==> src/rtl/adv_dir_input.sv <==
// Direction-button conditioner for the adventure game: synchronises and debounces four
// raw buttons and issues one registered N/S/E/W move pulse per clean single-button press.
module adv_dir_input #(
    parameter  int DEBOUNCE_CYCLES = 4,
    localparam int CNT_W           = $clog2(DEBOUNCE_CYCLES + 1)
) (
    input  logic       clk,
    input  logic       reset_n,
    input  logic       btn_n_raw,
    input  logic       btn_s_raw,
    input  logic       btn_e_raw,
    input  logic       btn_w_raw,
    input  logic       halt,
    output logic       N,
    output logic       S,
    output logic       E,
    output logic       W,
    output logic       conflict,
    output logic [7:0] moves
);

    // Handshake: none. Outputs are single-cycle strobes; the consumer samples them every clock.
    typedef enum logic [1:0] {IDLE, FIRE, HOLD} state_t;

    logic [3:0]       raw;      // bit 0 = N, 1 = S, 2 = E, 3 = W
    logic [3:0]       sync1;
    logic [3:0]       sync2;
    logic [3:0]       deb;
    logic [CNT_W-1:0] cnt [4];

    state_t     state;
    state_t     state_nxt;
    logic [3:0] move_q;
    logic [3:0] move_nxt;
    logic       conflict_q;
    logic       conflict_nxt;
    logic [7:0] moves_q;
    logic [7:0] moves_nxt;

    assign raw = {btn_w_raw, btn_e_raw, btn_s_raw, btn_n_raw};

    always_ff @(posedge clk or negedge reset_n) begin
        if (!reset_n) begin
            sync1 <= '0;
            sync2 <= '0;
            deb   <= '0;
            for (int i = 0; i < 4; i++) cnt[i] <= '0;
        end else begin
            sync1 <= raw;
            sync2 <= sync1;
            // d only flips after DEBOUNCE_CYCLES consecutive disagreeing samples
            for (int i = 0; i < 4; i++) begin
                if (sync2[i] == deb[i]) begin
                    cnt[i] <= '0;
                end else if (cnt[i] == CNT_W'(DEBOUNCE_CYCLES - 1)) begin
                    deb[i] <= sync2[i];
                    cnt[i] <= '0;
                end else begin
                    cnt[i] <= cnt[i] + CNT_W'(1);
                end
            end
        end
    end

    always_comb begin
        state_nxt    = state;
        move_nxt     = '0;
        conflict_nxt = 1'b0;
        moves_nxt    = moves_q;
        case (state)
            IDLE: begin
                if (!halt) begin
                    if ($onehot(deb)) begin
                        move_nxt  = deb;
                        state_nxt = FIRE;
                    end else if (deb != 4'b0000) begin
                        conflict_nxt = 1'b1;
                        state_nxt    = HOLD;
                    end
                end
            end
            FIRE: begin
                if (moves_q != 8'hFF) moves_nxt = moves_q + 8'd1;
                state_nxt = HOLD;
            end
            HOLD: begin
                // Re-arm only once every button has been released and debounced low
                if (deb == 4'b0000) state_nxt = IDLE;
            end
            default: state_nxt = IDLE;
        endcase
    end

    always_ff @(posedge clk or negedge reset_n) begin
        if (!reset_n) begin
            state      <= IDLE;
            move_q     <= '0;
            conflict_q <= 1'b0;
            moves_q    <= '0;
        end else begin
            state      <= state_nxt;
            move_q     <= move_nxt;
            conflict_q <= conflict_nxt;
            moves_q    <= moves_nxt;
        end
    end

    assign N        = move_q[0];
    assign S        = move_q[1];
    assign E        = move_q[2];
    assign W        = move_q[3];
    assign conflict = conflict_q;
    assign moves    = moves_q;

endmodule

==> config.mk <==
export PLATFORM = sky130hd
export DESIGN_NAME = adv_dir_input
export DESIGN_NICKNAME = d
export VERILOG_FILES = /design/src/rtl/adv_dir_input.sv
export SDC_FILE = /design/constraint.sdc
export NUM_CORES = 1
export LEC_CHECK = 0
export ABC_AREA = 1
export CAP_MARGIN = 20
export CORE_ASPECT_RATIO = 0.7
export CORE_UTILIZATION = 31
export DETAILED_ROUTE_END_ITERATION = 16
export SETUP_SLACK_MARGIN = 0.3
export SKIP_LAST_GASP = 1
export SLEW_MARGIN = 20
export SYNTH_ARGS = -nofsm -noshare
export SYNTH_HDL_FRONTEND = slang
export SYNTH_SLANG_ARGS = --single-unit
export TNS_END_PERCENT = 1
==> constraint.sdc <==
create_clock -name clk -period 1.8 [get_ports clk]
set_input_delay 0.36 -clock clk [delete_from_list [all_inputs] [get_ports clk]]
set_output_delay 0.36 -clock clk [all_outputs]
set_load 0.02 [all_outputs]
==> Word level (Yosys, flattened, before mapping) <==
Cells that the tools add are included.
{ "totals": {"n_memories": 0, "latchBits": 0, "rom_bits": 0, "inputBits": 7, "ramBits": 0, "out_inout_bits": 13, "register_bits": 39, "wordCells": 70} }
{ "classes": {"n_shift": 0, "n_bitwise": 4, "order_cmp": 0, "addsub": 8, "n_mul": 0, "n_eq_ne": 15, "n_div": 0, "n_reduce_logical": 9, "mux": 20} }
{ "op_table": {"columns": ["op", "n"], "rows": [
  ["two-way mux 3 bit", 8],
  ["adder 3 x 1 -> 3 bit, second input constant", 4],
  ["equality test 3 x 2 -> 1 bit, second input constant", 4],
  ["two-way mux 4 bit", 3],
  ["AND reduction 2 bit", 5],
  ["adder 8 x 1 -> 8 bit, second input constant", 1],
  ["two-way mux 2 bit", 4],
  ["!= test 8 bit, second input constant", 1],
  ["case mux 2 bit (3 select lines)", 1],
  ["adder 1 x 1 -> 2 bit", 2],
  ["equality test 1 bit", 4],
  ["zero test 4 bit", 1],
  ["two-way mux 1 bit", 4],
  ["!= test 2 bit, second input constant", 2],
  ["inverter 1 bit", 4],
  ["nonzero test 4 bit", 1],
  ["adder 2 x 2 -> 3 bit", 1],
  ["equality test 3 x 1 -> 1 bit, second input constant", 1],
  ["!= test 3 bit, second input constant", 1],
  ["AND reduction 3 bit", 1],
  ["equality test 2 x 1 -> 1 bit, second input constant", 1],
  ["equality test 2 bit, second input constant", 1],
  ["zero test 2 bit", 1]
]} }

==> Longest topological paths before layout <==
{ "depth": {"depth_word": 6, "ltp_mapped": 11, "mapped_depth_nobuf": 11} }

==> Worst setup path before layout <==
Ideal clock, no wire load.
{ "synth_path": {"kind": "register to register", "start": "reg deb[0]", "end": "reg state[1]", "required_time_ns": 1.679, "stages_incl_launch_ff": 12, "arrival_ns": 1.799, "slack_ns": -0.121, "path_buffers": 0, "setup_time_ns": 0.121, "cell_sequence": "dfrtp_1 inv_1 fa_1 inv_1 ha_1 ha_1 nor2_1 nand2_1 nand2_1 nand2_1 nand3_1 nand2_1"} }
{ "synth_between": {"elab_chain_len": 6} }
{ "synth_lines": {"columns": ["element", "line", "text"], "rows": [
  ["from (decl)", "28", "logic [3:0] deb;"],
  ["from (signal, indexed assignment)", "56", "deb[i] <= sync2[i];"],
  ["adder 1 x 1 -> 2 bit (implied by the code)", "73", "if ($onehot(deb)) begin"],
  ["adder 2 x 2 -> 3 bit (implied by the code)", "73", null],
  ["equality test 3 x 1 -> 1 bit", "73", null],
  ["two-way mux 2 bit", "73", null],
  ["two-way mux 2 bit", "72", "if (!halt) begin"],
  ["case mux 2 bit (3 select lines)", "70", "case (state)"],
  ["to (signal assigned)", "101", "state <= state_nxt;"],
  ["to (decl)", "31", "state_t state;"]
]} }
Several ways; a longest one is shown, not always the timed one. The select of a mux whose other input is x is not followed.
A chain may end at the register's enable or synchronous reset.

==> Worst setup path after layout <==
{ "layout_path": {"start": "reg deb[3]", "end": "reg state[0]"} }
Same word-level chain as after synthesis.

==> impl_metrics.yaml <==
sta:
  slew_headroom: 0.7762
  max_freq_mhz: 532.5
  slew_violations: 0
  finalHoldViolations: 0
  fin_crit_ns: 1.878
  timing.final.crit_share: 1.043
  tightestPinTransition_ns: 0.3345
  holdWs_ns: 0.02100
  rsz0062_at_grt: "true"
  fin_ws_ns: -0.07804
  setup_viol: 7
  skew_ns: 0.004768
logic_synthesis:
  synth_fp_nets: 189
  synth-seq-cells: 39
  synth_cells: 173
  yosysSeqAreaShare: 0.5702
  synth_top_area_cell: "dfrtp_1"
  syn_avg_cell_area_um2: 9.894
  synth.cell_area_um2: 1712
  synth_warnings: 0
  synthDistinctLibCells: 20
  yosysTopAreaCellShare: 0.5702
  yosys-top-cells-area: "dfrtp_1 57%, nand2_1 9.0%, ha_1 5.8%"
cells_and_area:
  nets: 225
  final_util: 0.4212
  areaGrowthSynthToFinish_pct: 30.04
  final.fill_count: 526
  n_antenna_cell: 0
  fin_cells: 282
  drive_above_1_share: 0.1857
run:
  max_cap_viol_count: 0
global_routing:
  grt_overflow: 0
  grt_max_degree: 40
  grt_pass1_wl_mm: 5.368
  grt_usage: 0.1196
  grt_pass1_vias: 1209
  antenna_found_initial: 0
power_and_ir_drop:
  power.density_nw_per_um2: 1542
  switchingPower_mw: 1.291
  leakage_nw: 1.054
  netSwitchingFraction: 0.3763
  pwr-share-comb: 0.470
  pwr-share-clk: 0.166
  pwr-share-seq: 0.364
  intPower_mw: 2.140
  peakVddDrop_mv: 0.5578
route:
  drt-total-wl_mm: 2.898
  ant_nets: 0
  first_iter_violations: 56
  vias: 1197
  dr.pass1.iters: 4
  post_drt_wl_per_cell_um: 10.28
  viasPerCell: 4.245
  drcViolationCount: 0
setup_path:
  end_kind: "register"
  slowest_delay_ns: 0.54
  crit_arrival_ns: 2.06
  path_cells: "inv_2 -> fa_1 -> inv_2 -> ha_4 -> ha_4 -> nor2_4 -> nand2_2 -> inv_2 -> buf_6 -> nand4_1 -> inv_1"
  crit_family: "adder cells"
  required_ns: 1.98
  crit_slowest_cell: "fa_1"
  cpMostUsedCell: "inv_2"
  cp_max_fo: 3
  startpoint_type: "register"
  cp.buffers_inverters: 5
  critical_path_class: "reg -> reg"
  r2r_slack_ns: -0.08
floorplanning:
  die_height_um: 64.17
  initial_utilization: 0.3239
  die_w_um: 90.82
  coreArea_um2: 5285
  top_level_ports: 20
  num_rows: 22
  dieArea_um2: 5828
clocking:
  cts-root-buf: "clkbuf_8"
  cts_buffers: 5
  clkTransAtPathRegs_ns: 0.07
  hold_buffers: 0
  numClockSinks: 39
  cts_tree: "done"
  htreeDepth: 2
  cts_buffer_depth: 2
  worstSkewPairLatency_ns: 0.29
run_status:
  failed_checks: "setup timing"
  outcome: "complete, but fails checks"
placed_design:
  dp.cells: 271
  globalplace.congestion: 0.7935
  dp_hpwl_mm: 2.001
  io_buffers: 19
min_path:
  hp-class: "in -> async"
==> per-layer routing <==
layer	up-vias	track usage	wire (um)
li1	612	-	-
met1	563	0.1520	1525
met2	20	0.1818	1220
met3	2	0.05238	135
met4	0	0.04167	16
met5	-	0	0
==> cells by family (layout without fill, tap and decap cells) <==
kind of cell / after synthesis / in the layout / synth area share
compound gates: 7 / 7 / 0.02412
buf+inv: 27 / 64 / 0.06213
flops: 39 / 39 / 0.5702
simple gates: 84 / 84 / 0.2376
fa+ha+maj: 9 / 9 / 0.07018
xor+xnor: 7 / 7 / 0.03582
==> synthesized netlist by cell type, drive strengths merged <==
master,number
nand3,5
ha,8
nor2,18
nor3,9
nand2,44
o21ai,1
nor3b,4
a21oi,5
xnor2,5
nand4,4
o211ai,1
fa,1
inv,27
xor2,2
dfrtp,39
==> what timing repair did <==
action / in CTS / in global routing
setup endpoints to repair: 20 / 20
pin swaps: 4 / 5
resized for setup: 7 / 9
buffers inserted: 1 / 2
==> cells in the final DEF, fill, tap and decap left out <==
master,instances
nand2_1,39
dfrtp_1,39
inv_1,22
clkdlybuf4s50_1,18
nor2_1,14
buf_4,8
ha_1,6
xnor2_1,5
nor3_1,5
nand3_1,5
a21oi_1,5
clkbuf_8,5
inv_2,4
nor3b_1,4
nor2_4,4
nor3_2,4
nand4_1,4
nand2_2,2
nand2_4,2
xor2_1,2
ha_4,2
o211ai_1,1
nand2_8,1
inv_6,1
o21ai_2,1
fa_1,1
clkinvlp_4,1
clkbuf_1,1
clkinv_2,1
buf_2,1
buf_12,1
buf_6,1
==> final cells by class <==
class / instances / area [um^2] / area share
Tap cell: 72 / 90.09 / 0.04047
Clock buffer: 6 / 72.57 / 0.03260
Multi-Input combinational cell: 107 / 691.9 / 0.3108
Clock inverter: 2 / 12.51 / 0.005621
Timing Repair Buffer: 29 / 276.5 / 0.1242
Inverter: 27 / 106.4 / 0.04778
Sequential cell: 39 / 975.9 / 0.4384
==> registers in the layout (all words and copies together), names as in the netlist <==
| name | cells |
|---|---|
| cnt | 12 |
| moves | 8 |
| deb | 4 |
| move_q | 4 |
| sync1 | 4 |
| sync2 | 4 |
| state | 2 |
| conflict | 1 |
==> final timing paths <==
path / startpoint / endpoint / cells after the start
setup / recovery: deb[3] / state[0] / 11
hold / removal: reset_n / moves[0] / 2
setup reg to reg: deb[3] / state[0] / 11
hold reg to reg: sync1[0] / sync2[0] / 0
max in group asynchronous: reset_n / state[0] / 2
min in group clk: sync1[0] / sync2[0] / 0
==> stage by stage <==
| stage | TNS, ns | instance area [um^2] | worst slack, ns | power (mW) |
|---|---|---|---|---|
| floorplan | -0.4630 | 1712 | -0.09265 | 2.015 |
| global placement | -0.6827 | 2052 | -0.1280 | 2.422 |
| detailed placement | -0.9487 | 2052 | -0.1859 | 2.442 |
| CTS | -0.9495 | 2177 | -0.1635 | 3.203 |
| global route | -1.127 | 2226 | -0.1698 | 3.729 |
| finish | -0.3800 | 2226 | -0.07804 | 3.431 |
==> power by group through the flow <==
| stage | sequential, mW | clock, mW | combinational [mW] |
|---|---|---|---|
| 5_1_grt | 1.28 | 0.642 | 1.81 |
| 4_1_cts | 1.24 | 0.596 | 1.36 |
| 3_5_place_dp | 1.26 | 0 | 1.18 |
| 3_3_place_gp | 1.25 | 0 | 1.17 |
| 6_report | 1.25 | 0.570 | 1.61 |
| 2_1_floorplan | 1.32 | 0 | 0.700 |
Power figures use the tool's default switching activity.
